===== config.mk =====
export PLATFORM = sky130hd
export DESIGN_NAME = uart_rx_frame
export DESIGN_NICKNAME = d
export VERILOG_FILES = /design/src/rtl/uart_rx_frame.sv
export SDC_FILE = /design/constraint.sdc
export NUM_CORES = 1
export LEC_CHECK = 0
export CORE_MARGIN = 4
export CORE_UTILIZATION = 56
export CTS_CLUSTER_DIAMETER = 30
export DETAILED_ROUTE_END_ITERATION = 6
export PLACE_DENSITY = 0.8
export SETUP_SLACK_MARGIN = 0.5
export SKIP_CTS_REPAIR_TIMING = 1
export SYNTH_ARGS = -nofsm -noshare
export SYNTH_HDL_FRONTEND = slang
export SYNTH_SLANG_ARGS = --single-unit
export TNS_END_PERCENT = 50

===== constraint.sdc =====
create_clock -name clk -period 4.7 [get_ports clk]
set_clock_uncertainty 0.2 [all_clocks]
set_input_delay 1.41 -clock clk [delete_from_list [all_inputs] [get_ports clk]]
set_output_delay 1.41 -clock clk [all_outputs]
set_load 0.02 [all_outputs]

===== src/rtl/uart_rx_frame.sv =====
// UART frame receiver: start bit, 8 data bits LSB first, optional parity bit,
// one stop bit. A mid-bit sampling timer supplies bit timing. The received
// byte and sticky status flags are held for the host register interface.
module uart_rx_frame #(
    parameter int DIV_W = 19
) (
    input  logic             clk,
    input  logic             reset,
    input  logic             rx,
    input  logic [DIV_W-1:0] baud_k,
    input  logic             pen,
    input  logic             ohel,
    input  logic             rd_clr,
    output logic [7:0]       rx_data,
    output logic             rdy,
    output logic             perr,
    output logic             ferr,
    output logic             ovf
);

    typedef enum logic [2:0] {
        IDLE,
        START,
        DATA,
        PARITY,
        STOP
    } state_t;

    state_t           state;
    state_t           state_nxt;
    logic             sync1;
    logic             sync2;
    logic             sync_prev;
    logic [DIV_W-1:0] timer;
    logic [3:0]       bitcnt;
    logic [7:0]       shreg;
    logic             par_bit;

    logic             fall;
    logic             strobe;
    logic             complete;
    logic             par_exp;
    logic             par_mis;

    assign fall     = sync_prev & ~sync2;
    assign strobe   = (timer == '0) && (state != IDLE);
    assign complete = strobe && (state == STOP);
    assign par_exp  = ohel ? ~^shreg : ^shreg;
    assign par_mis  = pen && (par_bit != par_exp);

    // Two-stage synchroniser plus previous-value register for edge detection.
    always_ff @(posedge clk or negedge reset) begin
        if (!reset) begin
            sync1     <= 1'b1;
            sync2     <= 1'b1;
            sync_prev <= 1'b1;
        end else begin
            sync1     <= rx;
            sync2     <= sync1;
            sync_prev <= sync2;
        end
    end

    // State register.
    always_ff @(posedge clk or negedge reset) begin
        if (!reset) begin
            state <= IDLE;
        end else begin
            state <= state_nxt;
        end
    end

    // Next-state logic; every transition out of a busy state waits on the strobe.
    always_comb begin
        state_nxt = state;
        case (state)
            IDLE:    if (fall) state_nxt = START;
            START:   if (strobe) state_nxt = sync2 ? IDLE : DATA;
            DATA:    if (strobe && (bitcnt == 4'd7)) state_nxt = pen ? PARITY : STOP;
            PARITY:  if (strobe) state_nxt = STOP;
            STOP:    if (strobe) state_nxt = IDLE;
            default: state_nxt = IDLE;
        endcase
    end

    // Bit timer: half-bit load on start edge, full-bit reload on every strobe.
    always_ff @(posedge clk or negedge reset) begin
        if (!reset) begin
            timer <= '0;
        end else if (state == IDLE) begin
            if (fall) timer <= (baud_k >> 1) - DIV_W'(1);
        end else if (strobe) begin
            timer <= baud_k - DIV_W'(1);
        end else begin
            timer <= timer - DIV_W'(1);
        end
    end

    // Data shift register, bit counter and parity sample.
    always_ff @(posedge clk or negedge reset) begin
        if (!reset) begin
            bitcnt  <= '0;
            shreg   <= '0;
            par_bit <= 1'b0;
        end else begin
            if ((state == IDLE) && fall) bitcnt <= '0;
            if ((state == DATA) && strobe) begin
                shreg[bitcnt[2:0]] <= sync2;
                bitcnt             <= bitcnt + 4'd1;
            end
            if ((state == PARITY) && strobe) par_bit <= sync2;
        end
    end

    // Host-visible status: completion overrides a coincident read strobe,
    // in which case only the new frame's flags survive and overrun is clear.
    always_ff @(posedge clk or negedge reset) begin
        if (!reset) begin
            rx_data <= '0;
            rdy     <= 1'b0;
            perr    <= 1'b0;
            ferr    <= 1'b0;
            ovf     <= 1'b0;
        end else if (complete) begin
            rx_data <= shreg;
            rdy     <= 1'b1;
            if (rd_clr) begin
                perr <= par_mis;
                ferr <= ~sync2;
                ovf  <= 1'b0;
            end else begin
                perr <= perr | par_mis;
                ferr <= ferr | ~sync2;
                ovf  <= ovf | rdy;
            end
        end else if (rd_clr) begin
            rdy  <= 1'b0;
            perr <= 1'b0;
            ferr <= 1'b0;
            ovf  <= 1'b0;
        end
    end

endmodule


==> results.cfg <==
[status]
status = complete, no violations

[clock_network]
cts.htree.levels = 2
cts_buffers = 5
cts_tree = done
cts_buffer_depth = 2
path_clk_slew_ns = 0.10
cts.sinks = 50
root_buffer = clkbuf_8
worstSkewPairLatency_ns = 0.31

[sta]
fin_ws_ns = 0.716
slew_headroom_pct = 47.4
setup-tns-final_ns = 0
post-route-period-util_pct = 84.8
rsz0062_at_grt = false
finalHoldViolCount = 0
drv_slew = 0
max_freq_mhz = 251
finalSetupViolCount = 0
worst_pin_slew_ns = 0.789
finalWorstPathRequiredPeriod_ns = 3.98

[power]
p_per_area_mw_per_mm2 = 399
finalPower_mw = 1.42
seqPwrFrac_pct = 42.1
netSwitchingPower_mw = 0.519
clkPwrFrac_pct = 23.1
pwr-share-comb_pct = 34.7
netSwitchingFraction_pct = 36.5
vdd_drop_max_mv = 0.270
cellLeakagePower_nw = 1.45
p_int_mw = 0.904

[logic_synthesis]
avgSynthCellArea_um2 = 8.84
synthArstFlopShare_pct = 100
yosys.area.top_type = dfrtp_1
yosys_most_used_dff = dfrtp_1
ys_warn_count = 0
synth_edf_count = 0
seq_area_frac_synth_pct = 41.0
ys_types = 53
syn-num-nets = 373
synth_area_leaders = dfrtp_1, mux2_2, nor2_1
syn_area_mm2 = 0.00306
syn_inst = 346
ys_seq_elements = 50
synth_top_area_share_pct = 38.5

[run]
max_cap_viol_count = 0

[floorplan]
io_pins = 37
design.die.area_mm2 = 0.00671
initial_core_util_pct = 58.8
dieWidth_um = 81.9
core_area_mm2 = 0.00520
num_rows = 26
die_y_um = 81.9

[global_route]
antenna_found_initial = 0
grt_pass1_vias = 2680
grt_use_total_pct = 24.1
gr-total-overflow = 0
grt_pass1_wl_um = 12500
grt_max_degree = 34

[placed_design]
pre_cts_slack_ns = 0.536
dp_cells = 440
routabilityCongestion = 0.855
io_buffers = 36
hpwl_um = 5180

[final_layout]
nets = 404
antenna_cells = 0
area_growth_pct = 16.8
drive_gt1_share_pct = 11.4
instances_no_fill = 448
final_util_pct = 68.6

[setup_path]
worstSetupPathType = primary input to flip-flop
path_cells = clkdlybuf4s50_1, mux2_2, a21oi_1, ha_1, o221ai_1, nor4_2, nand4bb_1, o2bb2ai_1, a211oi_1
worst_ep_required_time_ns = 4.71
cp_data_arrival_time_ns = 3.99
critPathLaunchType = primary input
critical-path-top-delay-family = simple AND/OR/NAND/NOR gates
cp-end-kind = flip-flop
worstPathMaxFanout = 5
crit_buf_inv = 1
cp_slowest_cell = nor4_2
slowest_delay_ns = 0.60

[drt]
vias = 2726
drc = 0
via_per_inst = 6.08
drt_first_pass_iters = 5
drtIter0Drc = 253
wirelength_um = 7270
wire_per_inst_um = 16.2
drt.antenna.violating_nets = 0

[hold_path]
hold_path_class = flip-flop to flip-flop
[synthesized netlist by cell type, drive strengths merged (2+ instances only)]
library cell / count
a21o: 2
xor2: 7
ha: 2
a21oi: 26
mux2i: 3
a211oi: 3
xnor2: 13
nand2: 36
nor4: 3
dfstp: 3
nor3: 10
o2bb2ai: 3
buf: 6
clkbuf: 11
o22ai: 4
a31oi: 5
a21boi: 2
nand3b: 6
nand2b: 3
a311oi: 2
nand4: 2
dfrtp: 47
o21bai: 2
or4: 2
o211ai: 3
nand3: 7
inv: 8
a31o: 2
or3: 5
a22o: 2
o21ai: 29
a211o: 2
mux2: 19
nor2: 51
o221ai: 3
[state kept, by name, summed over array words and instances (netlist names)]
register and count:
ferr 1, ovf 1, perr 1, bitcnt 4, timer 19, sync1 1
shreg 8, sync_prev 1, state 3, par_bit 1, rx_data 8, sync2 1
rdy 1
[layer usage]
layer / up-vias / track usage, % / share of wire, %
li1: 1310 / - / -
met1: 1290 / 33.9 / 46
met2: 115 / 37.5 / 46
met3: 11 / 3.95 / 6.6
met4: 0 / 8.47 / 1.4
met5: - / 0 / 0
[kinds of logic (layout without fill, tap and decap cells)]
kind of cell    after synthesis  count (layout)  synth area share, %
simple gates                131             131                 20.5
compound gates               96              96                 20.1
flops                        50              50                 41.0
buf+inv                      25              57                 3.89
mux                          22              22                 7.98
xor+xnor                     20              20                 5.73
fa+ha+maj                     2               2                0.818
[worst paths after layout]
kind	cells past startpoint	to	slack (ns)	from
worst max-delay path	9	timer[18]	0.72	baud_k[2]
worst min-delay path	0	sync2	0.15	sync1
worst max register to register	10	timer[18]	0.89	state[1]
worst min register to register	0	sync2	0.15	sync1
max in group asynchronous	2	sync1	2.52	reset
min in group asynchronous	1	rdy	0.96	reset
[worst reg2reg max path, stage by stage (launching register included)]
cell and delay (ns):
dfrtp_1 0.54, or3_1 0.72, nand2_1 0.21, nor2_1 0.15, a21oi_1 0.19, ha_1 0.25, o221ai_1 0.18, nor4_2 0.60
nand4bb_1 0.26, o2bb2ai_1 0.19, a211oi_1 0.21
[power groups by stage]
stage / registers (mW) / clock network [mW] / logic, mW
floorplan: 0.574 / 0 / 0.390
global placement: 0.600 / 0 / 0.471
detailed placement: 0.604 / 0 / 0.487
CTS: 0.596 / 0.336 / 0.490
global route: 0.611 / 0.352 / 0.557
finish: 0.599 / 0.329 / 0.494
[cell type report]
class / count / area [um^2]
clock buffer: 6 / 82.6
clock inverter: 2 / 38.8
sequential: 50 / 1250
inverter: 8 / 30.0
multi-input combinational: 271 / 1680
tap: 70 / 87.6
timing repair buffer: 41 / 393
fill: 433 / 1630
[layout by cell type (no fill, tap or decap), types with 3 or more instances in the layout]
cell type	netlist	layout
o22ai_1	4	4
xnor2_1	13	13
inv_1	8	8
o21ai_0	27	27
o2bb2ai_1	3	3
o221ai_1	3	3
buf_4	0	5
nor2_1	51	51
clkdlybuf4s50_1	0	35
nand3b_1	5	5
nand3_1	7	7
nor3_1	9	9
xor2_1	7	7
a211oi_1	3	3
mux2_2	19	19
a21oi_1	26	26
nand2_1	36	36
nand2b_1	3	3
dfrtp_1	47	47
o211ai_1	3	3
a31oi_1	5	5
mux2i_1	3	3
or3_1	5	5
clkbuf_8	0	6
dfstp_2	3	3
[metrics by stage]
stage / hold WS (ns) / area, um^2
2_1_floorplan: 0.145 / 3060
4_1_cts: 0.155 / 3570
3_5_place_dp: 0.149 / 3450
3_3_place_gp: 0.146 / 3450
6_report: 0.147 / 3570
5_1_grt: 0.157 / 3570
(Power assumes the default switching activity.)
